<file path="config.mk">
export PLATFORM = sky130hd
export DESIGN_NAME = cross_overlay
export DESIGN_NICKNAME = d
export VERILOG_FILES = /design/src/rtl/cross_overlay.sv
export SDC_FILE = /design/constraint.sdc
export NUM_CORES = 1
export LEC_CHECK = 0
export CAP_MARGIN = 5
export CORE_MARGIN = 10
export CORE_UTILIZATION = 55
export CTS_CLUSTER_DIAMETER = 120
export DETAILED_ROUTE_END_ITERATION = 10
export DONT_BUFFER_PORTS = 1
export GPL_ROUTABILITY_DRIVEN = 1
export PLACE_DENSITY = 0.8
export SYNTH_ARGS = -nofsm -noshare
export SYNTH_HDL_FRONTEND = slang
export SYNTH_SLANG_ARGS = --single-unit
</file>
<file path="constraint.sdc">
create_clock -name clk -period 10.64 [get_ports clk]
set_input_delay 0.532 -clock clk [delete_from_list [all_inputs] [get_ports clk]]
set_output_delay 0.532 -clock clk [all_outputs]
set_load 0.03 [all_outputs]
</file>
<file path="src/rtl/cross_overlay.sv">
// cross_overlay: two-tone crosshair overlay for the VGA pixel path.
// Blue outer cross with a black inner core, drawn around a runtime-movable
// centre that only changes at frame boundaries. One cycle of pixel latency.
// Optional blinking is enabled by defining the macro CROSS_BLINK_EN.
module cross_overlay #(
  parameter int          H_RES        = 640,
  parameter int          V_RES        = 480,
  parameter int          CX_INIT      = 320,
  parameter int          CY_INIT      = 215,
  parameter int          ARM_LEN      = 10,
  parameter int          OUTER_HW     = 2,
  parameter int          INNER_HW     = 0,
  parameter logic [9:0]  NULL_VALUE   = 10'h400,
  parameter int          BLINK_FRAMES = 30
) (
  input  logic       clk,
  input  logic       rst_n,
  input  logic [9:0] px,
  input  logic [9:0] py,
  input  logic       pix_valid,
  input  logic       frame_start,
  input  logic       move_valid,
  output logic       move_ready,
  input  logic [5:0] move_dx,
  input  logic [5:0] move_dy,
  output logic [9:0] center_x,
  output logic [9:0] center_y,
  output logic [9:0] r,
  output logic [9:0] g,
  output logic [9:0] b,
  output logic       is_printed
);

  // Clamp limits keep the whole crosshair on screen.
  localparam logic signed [11:0] X_LO = 12'(ARM_LEN);
  localparam logic signed [11:0] X_HI = 12'(H_RES - 1 - ARM_LEN);
  localparam logic signed [11:0] Y_LO = 12'(ARM_LEN);
  localparam logic signed [11:0] Y_HI = 12'(V_RES - 1 - ARM_LEN);

  localparam logic [10:0] ARM_U   = 11'(ARM_LEN);
  localparam logic [10:0] OUTER_U = 11'(OUTER_HW);
  localparam logic [10:0] INNER_U = 11'(INNER_HW);

  function automatic logic [9:0] clamp(input logic signed [11:0] v,
                                       input logic signed [11:0] lo,
                                       input logic signed [11:0] hi);
    logic [9:0] res;
    if (v < lo)      res = lo[9:0];
    else if (v > hi) res = hi[9:0];
    else             res = v[9:0];
    return res;
  endfunction

  logic [9:0] tgt_x, tgt_y;
  logic [9:0] cx, cy;
  logic       pending;
  logic       accept;
  logic signed [11:0] sum_x, sum_y;
  logic [9:0] new_x, new_y;

  assign move_ready = !pending;
  assign accept     = move_valid && !pending;
  assign center_x   = cx;
  assign center_y   = cy;

  // New target: 12-bit signed sum of target and sign-extended delta, clamped.
  always_comb begin
    sum_x = $signed({2'b00, tgt_x}) + $signed({{6{move_dx[5]}}, move_dx});
    sum_y = $signed({2'b00, tgt_y}) + $signed({{6{move_dy[5]}}, move_dy});
    new_x = clamp(sum_x, X_LO, X_HI);
    new_y = clamp(sum_y, Y_LO, Y_HI);
  end

  // Target/active centre and the pending flag; active only changes at frame_start.
  always_ff @(posedge clk or negedge rst_n) begin
    if (!rst_n) begin
      tgt_x   <= 10'(CX_INIT);
      tgt_y   <= 10'(CY_INIT);
      cx      <= 10'(CX_INIT);
      cy      <= 10'(CY_INIT);
      pending <= 1'b0;
    end else begin
      if (accept) begin
        tgt_x <= new_x;
        tgt_y <= new_y;
      end
      if (frame_start) begin
        // A move accepted on the frame boundary goes straight to active.
        cx      <= accept ? new_x : tgt_x;
        cy      <= accept ? new_y : tgt_y;
        pending <= 1'b0;
      end else if (accept) begin
        pending <= 1'b1;
      end
    end
  end

  logic visible;

`ifdef CROSS_BLINK_EN
  localparam int BW = (BLINK_FRAMES > 1) ? $clog2(BLINK_FRAMES) : 1;
  logic [BW-1:0] blink_cnt;

  // Frame counter toggles visibility every BLINK_FRAMES frames.
  always_ff @(posedge clk or negedge rst_n) begin
    if (!rst_n) begin
      blink_cnt <= '0;
      visible   <= 1'b1;
    end else if (frame_start) begin
      if (blink_cnt == BW'(BLINK_FRAMES - 1)) begin
        blink_cnt <= '0;
        visible   <= ~visible;
      end else begin
        blink_cnt <= blink_cnt + 1'b1;
      end
    end
  end
`else
  assign visible = 1'b1;
`endif

  logic signed [10:0] dx, dy;
  logic [10:0] adx, ady;
  logic inner, outer;

  // Classify the current pixel against the active centre.
  always_comb begin
    dx    = $signed({1'b0, px}) - $signed({1'b0, cx});
    dy    = $signed({1'b0, py}) - $signed({1'b0, cy});
    adx   = dx[10] ? 11'(-dx) : 11'(dx);
    ady   = dy[10] ? 11'(-dy) : 11'(dy);
    outer = ((adx <= ARM_U) && (ady <= OUTER_U)) || ((adx <= OUTER_U) && (ady <= ARM_U));
    inner = ((adx <= ARM_U) && (ady <= INNER_U)) || ((adx <= INNER_U) && (ady <= ARM_U));
  end

  // Registered pixel-mux outputs: black core, blue outer, else NULL.
  always_ff @(posedge clk or negedge rst_n) begin
    if (!rst_n) begin
      r          <= NULL_VALUE;
      g          <= NULL_VALUE;
      b          <= NULL_VALUE;
      is_printed <= 1'b0;
    end else if (pix_valid && visible && inner) begin
      r          <= 10'h000;
      g          <= 10'h000;
      b          <= 10'h000;
      is_printed <= 1'b1;
    end else if (pix_valid && visible && outer) begin
      r          <= 10'h000;
      g          <= 10'h000;
      b          <= 10'h3FF;
      is_printed <= 1'b1;
    end else begin
      r          <= NULL_VALUE;
      g          <= NULL_VALUE;
      b          <= NULL_VALUE;
      is_printed <= 1'b0;
    end
  end

endmodule

</file>
## After elaboration in Yosys (flattened, before gate mapping)

Index checks and enable logic that the tools add are counted.
W data, S select, Z words.

- Register bits after elaboration: 52
- Bits of input ports: 37
- Output and inout port bits: 52
- Word-level logic and storage cells: 48

- Add/sub/neg operators: 6
- Magnitude comparators: 10
- Mux-type cells: 14
- Reductions and logical operators: 11

Operator list:

| cell | count |
|---|---|
| $mux W10 | 8 |
| $add A11 B6 Y12 | 2 |
| $lt A12 B5 Y1 const B | 2 |
| $le A11 B1 Y1 const B | 2 |
| $le A11 B2 Y1 const B | 2 |
| $le A11 B4 Y1 const B | 2 |
| $mux W11 | 2 |
| $neg A11 Y11 | 2 |
| $sub A10 B10 Y11 | 2 |
| $gt A12 B10 Y1 const B | 1 |
| $gt A12 B11 Y1 const B | 1 |
| $logic_and A1 B1 Y1 | 7 |
| $mux W1 | 4 |
| $logic_or A1 B1 Y1 | 2 |
| $reduce_bool A2 Y1 | 1 |
| $logic_not A1 Y1 | 1 |

## Logic depth before layout (Yosys ltp)

Gate-level depths: netlist of run 1.

- Depth after elaboration: 9
- Depth in mapped cells: 13
- Depth with buffers taken out: 13

## Worst setup path before layout of run 1

Ideal clock, no wire load.

- Path kind: register -> register
- Start: reg cy[0], in the netlist center_y[0]
- End: reg is_printed
- Library setup time: 0.107 ns
- Arrival: 3.437 ns
- Data required time: 10.533 ns
- Path slack: 7.096 ns
- Cell stages (with the launch flop): 13
- Path buffers: 0
- Period minus slack after synthesis: 3.544 ns
- Cell sequence: dfstp_2 -> ha_1 -> inv_1 -> fa_1 -> a211oi_2 -> nor4b_1 -> nand4b_2 -> or4_4 -> a21o_1 -> a21oi_2 -> o22ai_1 -> or4_4 -> a2111oi_4

- Word-level cells in the longest chain between the ends: 9
- Elaborated cells between the ends (all ways): 16
- Those cells by class: 2 x add/sub; 3 x order compare; 3 x mux; 8 x reduce/logical

Ends and longest elaborated chain:

| element | RTL line | source |
|---|---|---|
| start: declaration | 55 | `logic [9:0] cx, cy;` |
| start signal: assignment | 80 | `cy <= 10'(CY_INIT);` |
| start signal: assignment | 90 | `cy <= accept ? new_y : tgt_y;` |
| $sub A10 B10 Y11 (*) | 129 | `dy = $signed({1'b0, py}) - $signed({1'b0, cy});` |
| $neg A11 Y11 | 131 | `ady = dy[10] ? 11'(-dy) : 11'(dy);` |
| $mux W11 (*) | 131 |  |
| $le A11 B2 Y1 or $le A11 B4 Y1 (tied branches) | 132, 133 |  |
| $logic_and A1 B1 Y1 | 132 | `outer = ((adx <= ARM_U) && (ady <= OUTER_U)) \|\| ((adx <= OUTER_U) && (ady <= ARM_U));` |
| $logic_or A1 B1 Y1 | 132 |  |
| $logic_and A1 B1 Y1 | 148 | `end else if (pix_valid && visible && outer) begin` |
| $mux W1 | 148 |  |
| $mux W1 (*) | 143 | `end else if (pix_valid && visible && inner) begin` |
| end signal: assignment | 142 | `is_printed <= 1'b0;` |
| end signal: assignment | 147 | `is_printed <= 1'b1;` |
| end signal: assignment | 152 | `is_printed <= 1'b1;` |
| end: declaration | 31 | `output logic is_printed` |

Every way passes the cells marked *; elsewhere a longest branch is shown, timed or not.
A chain may end at the register's enable or synchronous reset.

## Worst setup path after layout of run 1

Same ends and word-level chain as after synthesis.

==> metrics.txt, run 1 <==
# TYPE chip_impl_metric gauge
chip_impl_info{name="run_status",value="finished clean"} 1
chip_impl_metric{name="seq_area_frac_synth",unit="%"} 22.9
chip_impl_metric{name="clock.fmax",unit="MHz"} 264
chip_impl_metric{name="grt_overflow",unit=""} 0
chip_impl_metric{name="period_minus_slack",unit="ps"} 3790
chip_impl_metric{name="clock_tree.htree_level_count",unit=""} 2
chip_impl_metric{name="fin_tns_setup",unit="ps"} 0
chip_impl_info{name="netlist.top_cell.by_area",value="sky130_fd_sc_hd__dfrtp_1"} 1
chip_impl_metric{name="clk_transition_reported_paths",unit="ps"} 90
chip_impl_metric{name="gp_routability_congestion",unit=""} 0.874
chip_impl_metric{name="crit_buf_inv",unit=""} 1
chip_impl_info{name="worst_hold_path_type",value="input pin to async pin"} 1
chip_impl_metric{name="inserted_clock_buffers",unit=""} 5
chip_impl_metric{name="drive_gt1_share",unit="%"} 10.1
chip_impl_metric{name="p_leak",unit="nW"} 2.13
chip_impl_info{name="crit_path_end_kind",value="flop"} 1
chip_impl_info{name="ys_top_cells_by_count",value="sky130_fd_sc_hd__nand2_1 (48), sky130_fd_sc_hd__ha_1 (45), sky130_fd_sc_hd__nor2_1 (42)"} 1
chip_impl_metric{name="placeableCoreArea",unit="µm²"} 8340
chip_impl_metric{name="io_buffer_count",unit=""} 0
chip_impl_metric{name="worst_skew_pair.late_latency",unit="ps"} 290
chip_impl_metric{name="share_clk_of_total_power",unit="%"} 9.5
chip_impl_metric{name="synth-seq-cells",unit=""} 43
chip_impl_info{name="root_buffer",value="sky130_fd_sc_hd__clkbuf_8"} 1
chip_impl_metric{name="clock-sinks",unit=""} 43
chip_impl_metric{name="endpoint_required_time_on_the_critical_path",unit="ps"} 10840
chip_impl_metric{name="postRouteAntennaNets",unit=""} 0
chip_impl_metric{name="vdd_ir_drop_max",unit="mV"} 0.152
chip_impl_info{name="setup.worst_path.class",value="flop to flop"} 1
chip_impl_info{name="critical_path.most_common_cell",value="sky130_fd_sc_hd__or4_4"} 1
chip_impl_metric{name="drv_cap",unit=""} 0
chip_impl_metric{name="timing.reg2reg.worst_path_depth",unit=""} 12
chip_impl_metric{name="floorplan.rows",unit=""} 33
chip_impl_info{name="yosysMostFrequentCell",value="sky130_fd_sc_hd__nand2_1"} 1
chip_impl_metric{name="vias_in_the_first_global_route",unit=""} 3958
chip_impl_metric{name="wirelength",unit="µm"} 11900
chip_impl_info{name="tritoncts",value="done"} 1
chip_impl_metric{name="p_sw",unit="µW"} 768
chip_impl_info{name="regToRegEndpoint",value="is_printed"} 1
chip_impl_info{name="top_ff_cell_synth",value="sky130_fd_sc_hd__dfrtp_1"} 1
chip_impl_metric{name="synth.mux.area_fraction",unit="%"} 3.66
chip_impl_metric{name="die_height",unit="µm"} 113
chip_impl_metric{name="skew",unit="ps"} 5.32
chip_impl_info{name="slowest_stage",value="sky130_fd_sc_hd__dfstp_2"} 1
chip_impl_info{name="timing.critical_path.cells",value="ha_1 > inv_1 > fa_1 > a211oi_2 > nor4b_1 > nand4b_2 > or4_4 > a21o_1 > a21oi_2 > o22ai_1 > or4_4 > a2111oi_4"} 1
chip_impl_metric{name="drt-initial-drc-count",unit=""} 263
chip_impl_metric{name="simple_gate_fraction_of_synth_area",unit="%"} 20.9
chip_impl_metric{name="number_of_nets_at_the_end_of_the_flow",unit=""} 658
chip_impl_metric{name="maxSlewHeadroom",unit="%"} 43.1
chip_impl_metric{name="mappedNetlistArea",unit="µm²"} 4790
chip_impl_metric{name="syn_to_final_growth",unit="%"} 1.96
chip_impl_metric{name="power.internal",unit="µW"} 707
chip_impl_info{name="critPathTopFamily",value="simple AND/OR/NAND/NOR gates"} 1
chip_impl_metric{name="worst-r2r-setup-slack",unit="ps"} 6850
chip_impl_metric{name="synthDistinctLibCells",unit=""} 75
chip_impl_metric{name="critical_path_peak_fanout",unit=""} 4
chip_impl_metric{name="synthesized_instance_count",unit=""} 584
chip_impl_metric{name="period_utilization",unit="%"} 35.6
chip_impl_info{name="synth.top_cells.by_area",value="sky130_fd_sc_hd__dfrtp_1 (14%), sky130_fd_sc_hd__ha_1 (12%), sky130_fd_sc_hd__dfstp_2 (8.8%)"} 1
chip_impl_metric{name="synth_adder_area_share",unit="%"} 13.4
chip_impl_metric{name="report.final.hold_viol_count",unit=""} 0
chip_impl_metric{name="dpl.hpwl",unit="µm"} 9500
chip_impl_metric{name="wl_per_cell",unit="µm"} 17.6
chip_impl_metric{name="die_width",unit="µm"} 113
chip_impl_metric{name="setup_viol_count_final",unit=""} 0
chip_impl_metric{name="yosys.area_share.xor_xnor",unit="%"} 6.40
chip_impl_info{name="worst_setup_path_start",value="center_y[0]"} 1
chip_impl_metric{name="hold_ws",unit="ps"} 46.2
chip_impl_info{name="dominant_combinational_cell_family_by_area_after_synthesis",value="compound AO/OA/AOI/OAI gates"} 1
chip_impl_metric{name="ys.warnings.count",unit=""} 0
chip_impl_metric{name="p_sw_share",unit="%"} 52.0
chip_impl_metric{name="synth-compound-area-share",unit="%"} 24.2
chip_impl_metric{name="antenna_diode_count",unit=""} 0
chip_impl_metric{name="io_pins",unit=""} 89
chip_impl_metric{name="gr-usage-all-layers",unit="%"} 17.6
chip_impl_metric{name="cpPeakStageDelay",unit="ps"} 650
chip_impl_info{name="setup_crit_start_kind",value="flop"} 1
chip_impl_metric{name="drt_first_pass_iters",unit=""} 5
chip_impl_metric{name="grt_first_pass_wirelength",unit="µm"} 19100
chip_impl_metric{name="share_seq_of_total_power",unit="%"} 23.6
chip_impl_info{name="endpoint_of_the_most_critical_setup_path",value="is_printed"} 1
chip_impl_info{name="rr_startpoint",value="center_y[0]"} 1
chip_impl_metric{name="vias",unit=""} 4219
chip_impl_metric{name="routed_via_density",unit=""} 6.22
chip_impl_metric{name="share_of_the_synthesized_area_in_the_top_cell_type",unit="%"} 14.1
chip_impl_metric{name="pin_count_of_the_biggest_net_entering_global_routing",unit=""} 34
chip_impl_metric{name="design.die.area",unit="µm²"} 12800
chip_impl_metric{name="timing_worst_slew_pin_value",unit="ps"} 851
chip_impl_metric{name="path_length_in_cells_of_the_critical_path",unit=""} 12
chip_impl_metric{name="powerDensity",unit="nW/µm²"} 302
chip_impl_metric{name="cp_data_arrival_time",unit="ps"} 3990
chip_impl_metric{name="drc_errors",unit=""} 0
chip_impl_metric{name="postSynthAreaPerCell",unit="µm²"} 8.20
chip_impl_info{name="rsz0062_at_grt",value="false"} 1
chip_impl_metric{name="comb_power_share",unit="%"} 67.0
chip_impl_metric{name="cts_max_path_buffers",unit=""} 2
chip_impl_metric{name="synth-edff-count",unit=""} 0
chip_impl_metric{name="async_reset_ff_share",unit="%"} 100
chip_impl_metric{name="antenna_found_initial",unit=""} 0
chip_impl_metric{name="report.final.slew_viol_count",unit=""} 0
chip_impl_metric{name="floorplan.initialDensity",unit="%"} 57.4
flip-flops by register name (all words and copies together), names as in the netlist:
name        flops
is_printed      1
center_x       10
b               1
center_y       10
tgt_y          10
pending         1
tgt_x          10
per-stage QoR:
stage | setup slack, ps | util (%) | std cells | power, mW | instance area (µm²)
6_report | 6850 | 58.6 | 678 | 1.47 | 4880
3_5_place_dp | 6890 | 56.9 | 669 | 1.32 | 4740
3_3_place_gp | 6970 | 56.9 | 669 | 1.28 | 4740
2_1_floorplan | 7100 | - | 603 | 1.13 | 4860
4_1_cts | 6870 | 58.6 | 678 | 1.46 | 4880
5_1_grt | 6690 | 58.6 | 678 | 1.60 | 4880
repair_timing:
action | CTS | global route
resized for setup | 0 | 0
hold buffers | 1 | 0
hold endpoints to repair | 27 | 0
setup buffers | 0 | 0
placed cells by master, fill, tap and decap left out, types with 4 or more instances in the layout:
| master | Yosys | routed |
|---|---|---|
| sky130_fd_sc_hd__and2_1 | 5 | 5 |
| sky130_fd_sc_hd__a21oi_1 | 39 | 39 |
| sky130_fd_sc_hd__a21o_1 | 12 | 12 |
| sky130_fd_sc_hd__clkbuf_8 | 0 | 6 |
| sky130_fd_sc_hd__nor2_1 | 42 | 42 |
| sky130_fd_sc_hd__o21ai_0 | 31 | 31 |
| sky130_fd_sc_hd__nor4_1 | 4 | 4 |
| sky130_fd_sc_hd__mux2i_1 | 4 | 4 |
| sky130_fd_sc_hd__or3_1 | 5 | 5 |
| sky130_fd_sc_hd__inv_1 | 39 | 39 |
| sky130_fd_sc_hd__a31oi_1 | 8 | 8 |
| sky130_fd_sc_hd__nand3_1 | 13 | 13 |
| sky130_fd_sc_hd__a211oi_1 | 5 | 5 |
| sky130_fd_sc_hd__ha_1 | 45 | 45 |
| sky130_fd_sc_hd__nor3b_1 | 4 | 4 |
| sky130_fd_sc_hd__xnor2_1 | 18 | 18 |
| sky130_fd_sc_hd__mux2_2 | 12 | 12 |
| sky130_fd_sc_hd__o21ai_1 | 9 | 9 |
| sky130_fd_sc_hd__nand2_1 | 48 | 48 |
| sky130_fd_sc_hd__o31ai_1 | 5 | 5 |
| sky130_fd_sc_hd__conb_1 | 1 | 20 |
| sky130_fd_sc_hd__and3_1 | 11 | 11 |
| sky130_fd_sc_hd__fa_1 | 4 | 4 |
| sky130_fd_sc_hd__o21a_1 | 6 | 6 |
| sky130_fd_sc_hd__dfstp_2 | 16 | 16 |
| sky130_fd_sc_hd__xor2_1 | 17 | 17 |
| sky130_fd_sc_hd__nor2b_1 | 8 | 8 |
| sky130_fd_sc_hd__dfrtp_1 | 27 | 26 |
| sky130_fd_sc_hd__nor3_1 | 15 | 15 |
| sky130_fd_sc_hd__nand2b_1 | 12 | 12 |
| sky130_fd_sc_hd__nand4_1 | 6 | 6 |
| sky130_fd_sc_hd__o211ai_1 | 7 | 7 |
metal layers:
layer | wire length (µm) | share of wire, % | GRT usage [%]
met5 | 0 | 0 | 0
met4 | 267 | 2.2 | 5.75
met3 | 836 | 7.0 | 4.65
met2 | 5750 | 48 | 30.0
met1 | 5080 | 43 | 20.9
worst min path at each step:
stage	to	slack, ps	depth (start not counted)
floorplan	b[8]	240	0
global placement	tgt_x[1]	240	0
detailed placement	tgt_x[1]	240	0
CTS	center_x[1]	50	1
global route	center_x[3]	40	1
finish	center_x[1]	50	1
layout make-up:
type,instances,area (µm²)
fillers,745,3460
inverters,39,146
clock buffers,6,82.6
well taps,105,131
multi-input cells,481,3360
clock inverters,2,38.8
repair buffers,2,27.5
flip-flops and latches,43,1100
power by group through the flow:
stage          Combinational [mW]  Clock (mW)  Sequential, mW
5_1_grt                      1.10       0.148           0.354
4_1_cts                     0.975       0.141           0.348
2_1_floorplan               0.808           0           0.325
3_3_place_gp                0.931           0           0.349
3_5_place_dp                0.966           0           0.350
6_report                    0.988       0.140           0.348
kinds of logic after synthesis:
group / after synthesis
AND/OR/NAND/NOR: 191
multiplexers: 16
XOR/XNOR: 35
other: 1
AO/OA/AOI/OAI: 170
buffers and inverters: 79
adder cells (fa/ha/maj): 49
flip-flops: 43
(Power assumes the default switching activity.)
==> run 2, diff against run 1 <==
Clock period 10.64 ns to 3.5 ns, I/O delays scaled along.
==> metrics.txt, run 2 (synthesis results as in run 1) <==
# TYPE chip_impl_metric gauge
chip_impl_info{name="setup.worst_path.class",value="flop to flop"} 1
chip_impl_metric{name="grt_first_pass_wirelength",unit="µm"} 19600
chip_impl_info{name="regToRegEndpoint",value="is_printed"} 1
chip_impl_info{name="worst_hold_path_type",value="input pin to flop"} 1
chip_impl_metric{name="drt_first_pass_iters",unit=""} 5
chip_impl_metric{name="period_utilization",unit="%"} 98.0
chip_impl_info{name="worst_setup_path_start",value="center_y[0]"} 1
chip_impl_metric{name="floorplan.initialDensity",unit="%"} 57.4
chip_impl_info{name="setup_crit_start_kind",value="flop"} 1
chip_impl_metric{name="drt-initial-drc-count",unit=""} 281
chip_impl_metric{name="io_pins",unit=""} 89
chip_impl_metric{name="drc_errors",unit=""} 0
chip_impl_metric{name="hold_ws",unit="ps"} 21.4
chip_impl_metric{name="final-instance-count-excl-fill",unit=""} 707
chip_impl_metric{name="clock_tree.htree_level_count",unit=""} 2
chip_impl_info{name="root_buffer",value="sky130_fd_sc_hd__clkbuf_8"} 1
chip_impl_info{name="commonest_non_fill_non_tap_cell_in_the_layout",value="sky130_fd_sc_hd__nand2_1"} 1
chip_impl_metric{name="worst_skew_pair.late_latency",unit="ps"} 300
chip_impl_metric{name="period_minus_slack",unit="ps"} 3430
chip_impl_metric{name="setup_viol_count_final",unit=""} 0
chip_impl_metric{name="endpoint_required_time_on_the_critical_path",unit="ps"} 3700
chip_impl_metric{name="timing.reg2reg.worst_path_depth",unit=""} 12
chip_impl_metric{name="cpPeakStageDelay",unit="ps"} 560
chip_impl_metric{name="die_width",unit="µm"} 113
chip_impl_metric{name="die_height",unit="µm"} 113
chip_impl_info{name="critical_path.most_common_cell",value="sky130_fd_sc_hd__or4_4"} 1
chip_impl_metric{name="inserted_clock_buffers",unit=""} 5
chip_impl_metric{name="io_buffer_count",unit=""} 0
chip_impl_metric{name="critical_path_peak_fanout",unit=""} 3
chip_impl_metric{name="gp_routability_congestion",unit=""} 0.869
chip_impl_metric{name="routed_via_density",unit=""} 6.05
chip_impl_metric{name="skew",unit="ps"} 6.54
chip_impl_metric{name="report.final.slew_viol_count",unit=""} 0
chip_impl_metric{name="vias",unit=""} 4280
chip_impl_metric{name="worst-r2r-setup-slack",unit="ps"} 70
chip_impl_info{name="tritoncts",value="done"} 1
chip_impl_info{name="layout.cells.most_common_list",value="sky130_fd_sc_hd__nand2_1 (48), sky130_fd_sc_hd__ha_1 (44), sky130_fd_sc_hd__nor2_1 (42)"} 1
chip_impl_metric{name="pin_count_of_the_biggest_net_entering_global_routing",unit=""} 44
chip_impl_metric{name="clk_transition_reported_paths",unit="ps"} 90
chip_impl_metric{name="gr-usage-all-layers",unit="%"} 17.7
chip_impl_metric{name="floorplan.rows",unit=""} 33
chip_impl_metric{name="powerDensity",unit="nW/µm²"} 907
chip_impl_metric{name="timing_worst_slew_pin_value",unit="ps"} 816
chip_impl_metric{name="antenna_diode_count",unit=""} 0
chip_impl_metric{name="clock.fmax",unit="MHz"} 291
chip_impl_metric{name="number_of_nets_at_the_end_of_the_flow",unit=""} 687
chip_impl_metric{name="maxSlewHeadroom",unit="%"} 45.2
chip_impl_info{name="endpoint_of_the_most_critical_setup_path",value="is_printed"} 1
chip_impl_metric{name="min_path_cells",unit=""} 2
chip_impl_metric{name="design.die.area",unit="µm²"} 12800
chip_impl_metric{name="antenna_found_initial",unit=""} 0
chip_impl_metric{name="postRouteAntennaNets",unit=""} 0
chip_impl_metric{name="grt_overflow",unit=""} 0
chip_impl_metric{name="dpl.hpwl",unit="µm"} 9370
chip_impl_metric{name="drive_gt1_share",unit="%"} 16.1
chip_impl_info{name="crit_path_end_kind",value="flop"} 1
chip_impl_metric{name="drv_cap",unit=""} 0
chip_impl_metric{name="placement.cell_area",unit="µm²"} 4930
chip_impl_info{name="run_status",value="finished clean"} 1
chip_impl_metric{name="vias_in_the_first_global_route",unit=""} 4194
chip_impl_metric{name="post-place-ws",unit="ps"} 38.1
chip_impl_metric{name="report.final.hold_viol_count",unit=""} 0
chip_impl_info{name="rr_startpoint",value="center_y[0]"} 1
chip_impl_info{name="slowest_stage",value="sky130_fd_sc_hd__dfstp_2"} 1
chip_impl_info{name="timing.critical_path.cells",value="ha_4 > inv_2 > fa_2 > a211oi_4 > nor4b_2 > nand4b_4 > or4_4 > a21o_1 > a21oi_2 > o22ai_1 > or4_4 > a2111oi_4"} 1
chip_impl_metric{name="wirelength",unit="µm"} 11800
chip_impl_metric{name="cts_max_path_buffers",unit=""} 2
chip_impl_metric{name="dp.cells",unit=""} 694
chip_impl_info{name="rsz0062_at_grt",value="true"} 1
chip_impl_metric{name="wl_per_cell",unit="µm"} 16.7
chip_impl_metric{name="layout_setup_ws",unit="ps"} 68.3
chip_impl_metric{name="p_leak",unit="nW"} 2.27
chip_impl_metric{name="clock-sinks",unit=""} 43
chip_impl_metric{name="vdd_ir_drop_max",unit="mV"} 0.496
chip_impl_metric{name="syn_to_final_growth",unit="%"} 8.20
chip_impl_metric{name="finalCoreUtilization",unit="%"} 62.1
chip_impl_metric{name="design_area",unit="µm²"} 5180
chip_impl_metric{name="fillcell_total",unit=""} 712
chip_impl_metric{name="placeableCoreArea",unit="µm²"} 8340
chip_impl_metric{name="cp_data_arrival_time",unit="ps"} 3630
[run 2: changes by cell type in the layout (fill, tap and decap cells not counted), sizes merged]
cell / before / now
clkinvlp: 0 / 1
bufinv: 1 / 0
dlygate4sd3: 0 / 2
buf: 2 / 29
inv: 40 / 39
clkinv: 0 / 1
[run 2: report_power, final]
part | leakage (nW) | total, mW | internal, mW | switching, mW
Combinational | 1.72 | 3.45 | 1.40 | 2.05
Sequential | 0.504 | 0.889 | 0.714 | 0.175
Clock | 0.0474 | 0.355 | 0.162 | 0.193
[run 2: final cells by class]
class | count | area [µm²] | area share, %
Inverter | 39 | 146 | 2.82
Clock buffer | 6 | 82.6 | 1.59
Tap cell | 105 | 131 | 2.54
Multi-Input combinational cell | 481 | 3450 | 66.7
Sequential cell | 43 | 1100 | 21.2
Clock inverter | 2 | 16.3 | 0.314
Timing Repair Buffer | 31 | 254 | 4.90
[run 2: worst min path at each step]
| stage | from | end |
|---|---|---|
| 6_report | frame_start | center_y[0] |
| 5_1_grt | frame_start | center_x[0] |
| 4_1_cts | frame_start | center_y[0] |
| 3_5_place_dp | rst_n | tgt_x[2] |
| 3_3_place_gp | rst_n | tgt_x[0] |
| 2_1_floorplan | rst_n | b[8] |
[run 2: through the flow]
stage               power (mW)  TNS (ps)
floorplan                 3.45         0
global placement          4.04         0
detailed placement        4.14         0
CTS                       4.53         0
global route              5.12     -56.9
finish                    4.70         0
[run 2: critical path, delay by kind of cell, from the launching register on]
family | cells | cell delay [ps]
flip-flops | 1 | 560
buffers and inverters | 1 | 30
AND/OR/NAND/NOR | 4 | 1250
AO/OA/AOI/OAI | 5 | 990
adder cells (fa/ha/maj) | 2 | 500
[run 2: timing repair]
item / in CTS / in global routing
resized for setup: 0 / 18
buffers inserted: 0 / 2
hold buffers: 3 / 0
setup endpoints to repair: 0 / 9
hold endpoints to repair: 50 / 0
[run 2: layer usage]
metal	GRT usage (%)	routed length, µm	vias up	share of wire (%)
met4	4.23	130	0	1.1
met1	22.2	5180	2030	44
met3	3.49	701	15	5.9
met2	30.2	5780	118	49
li1	-	-	2117	-
met5	0	0	-	0
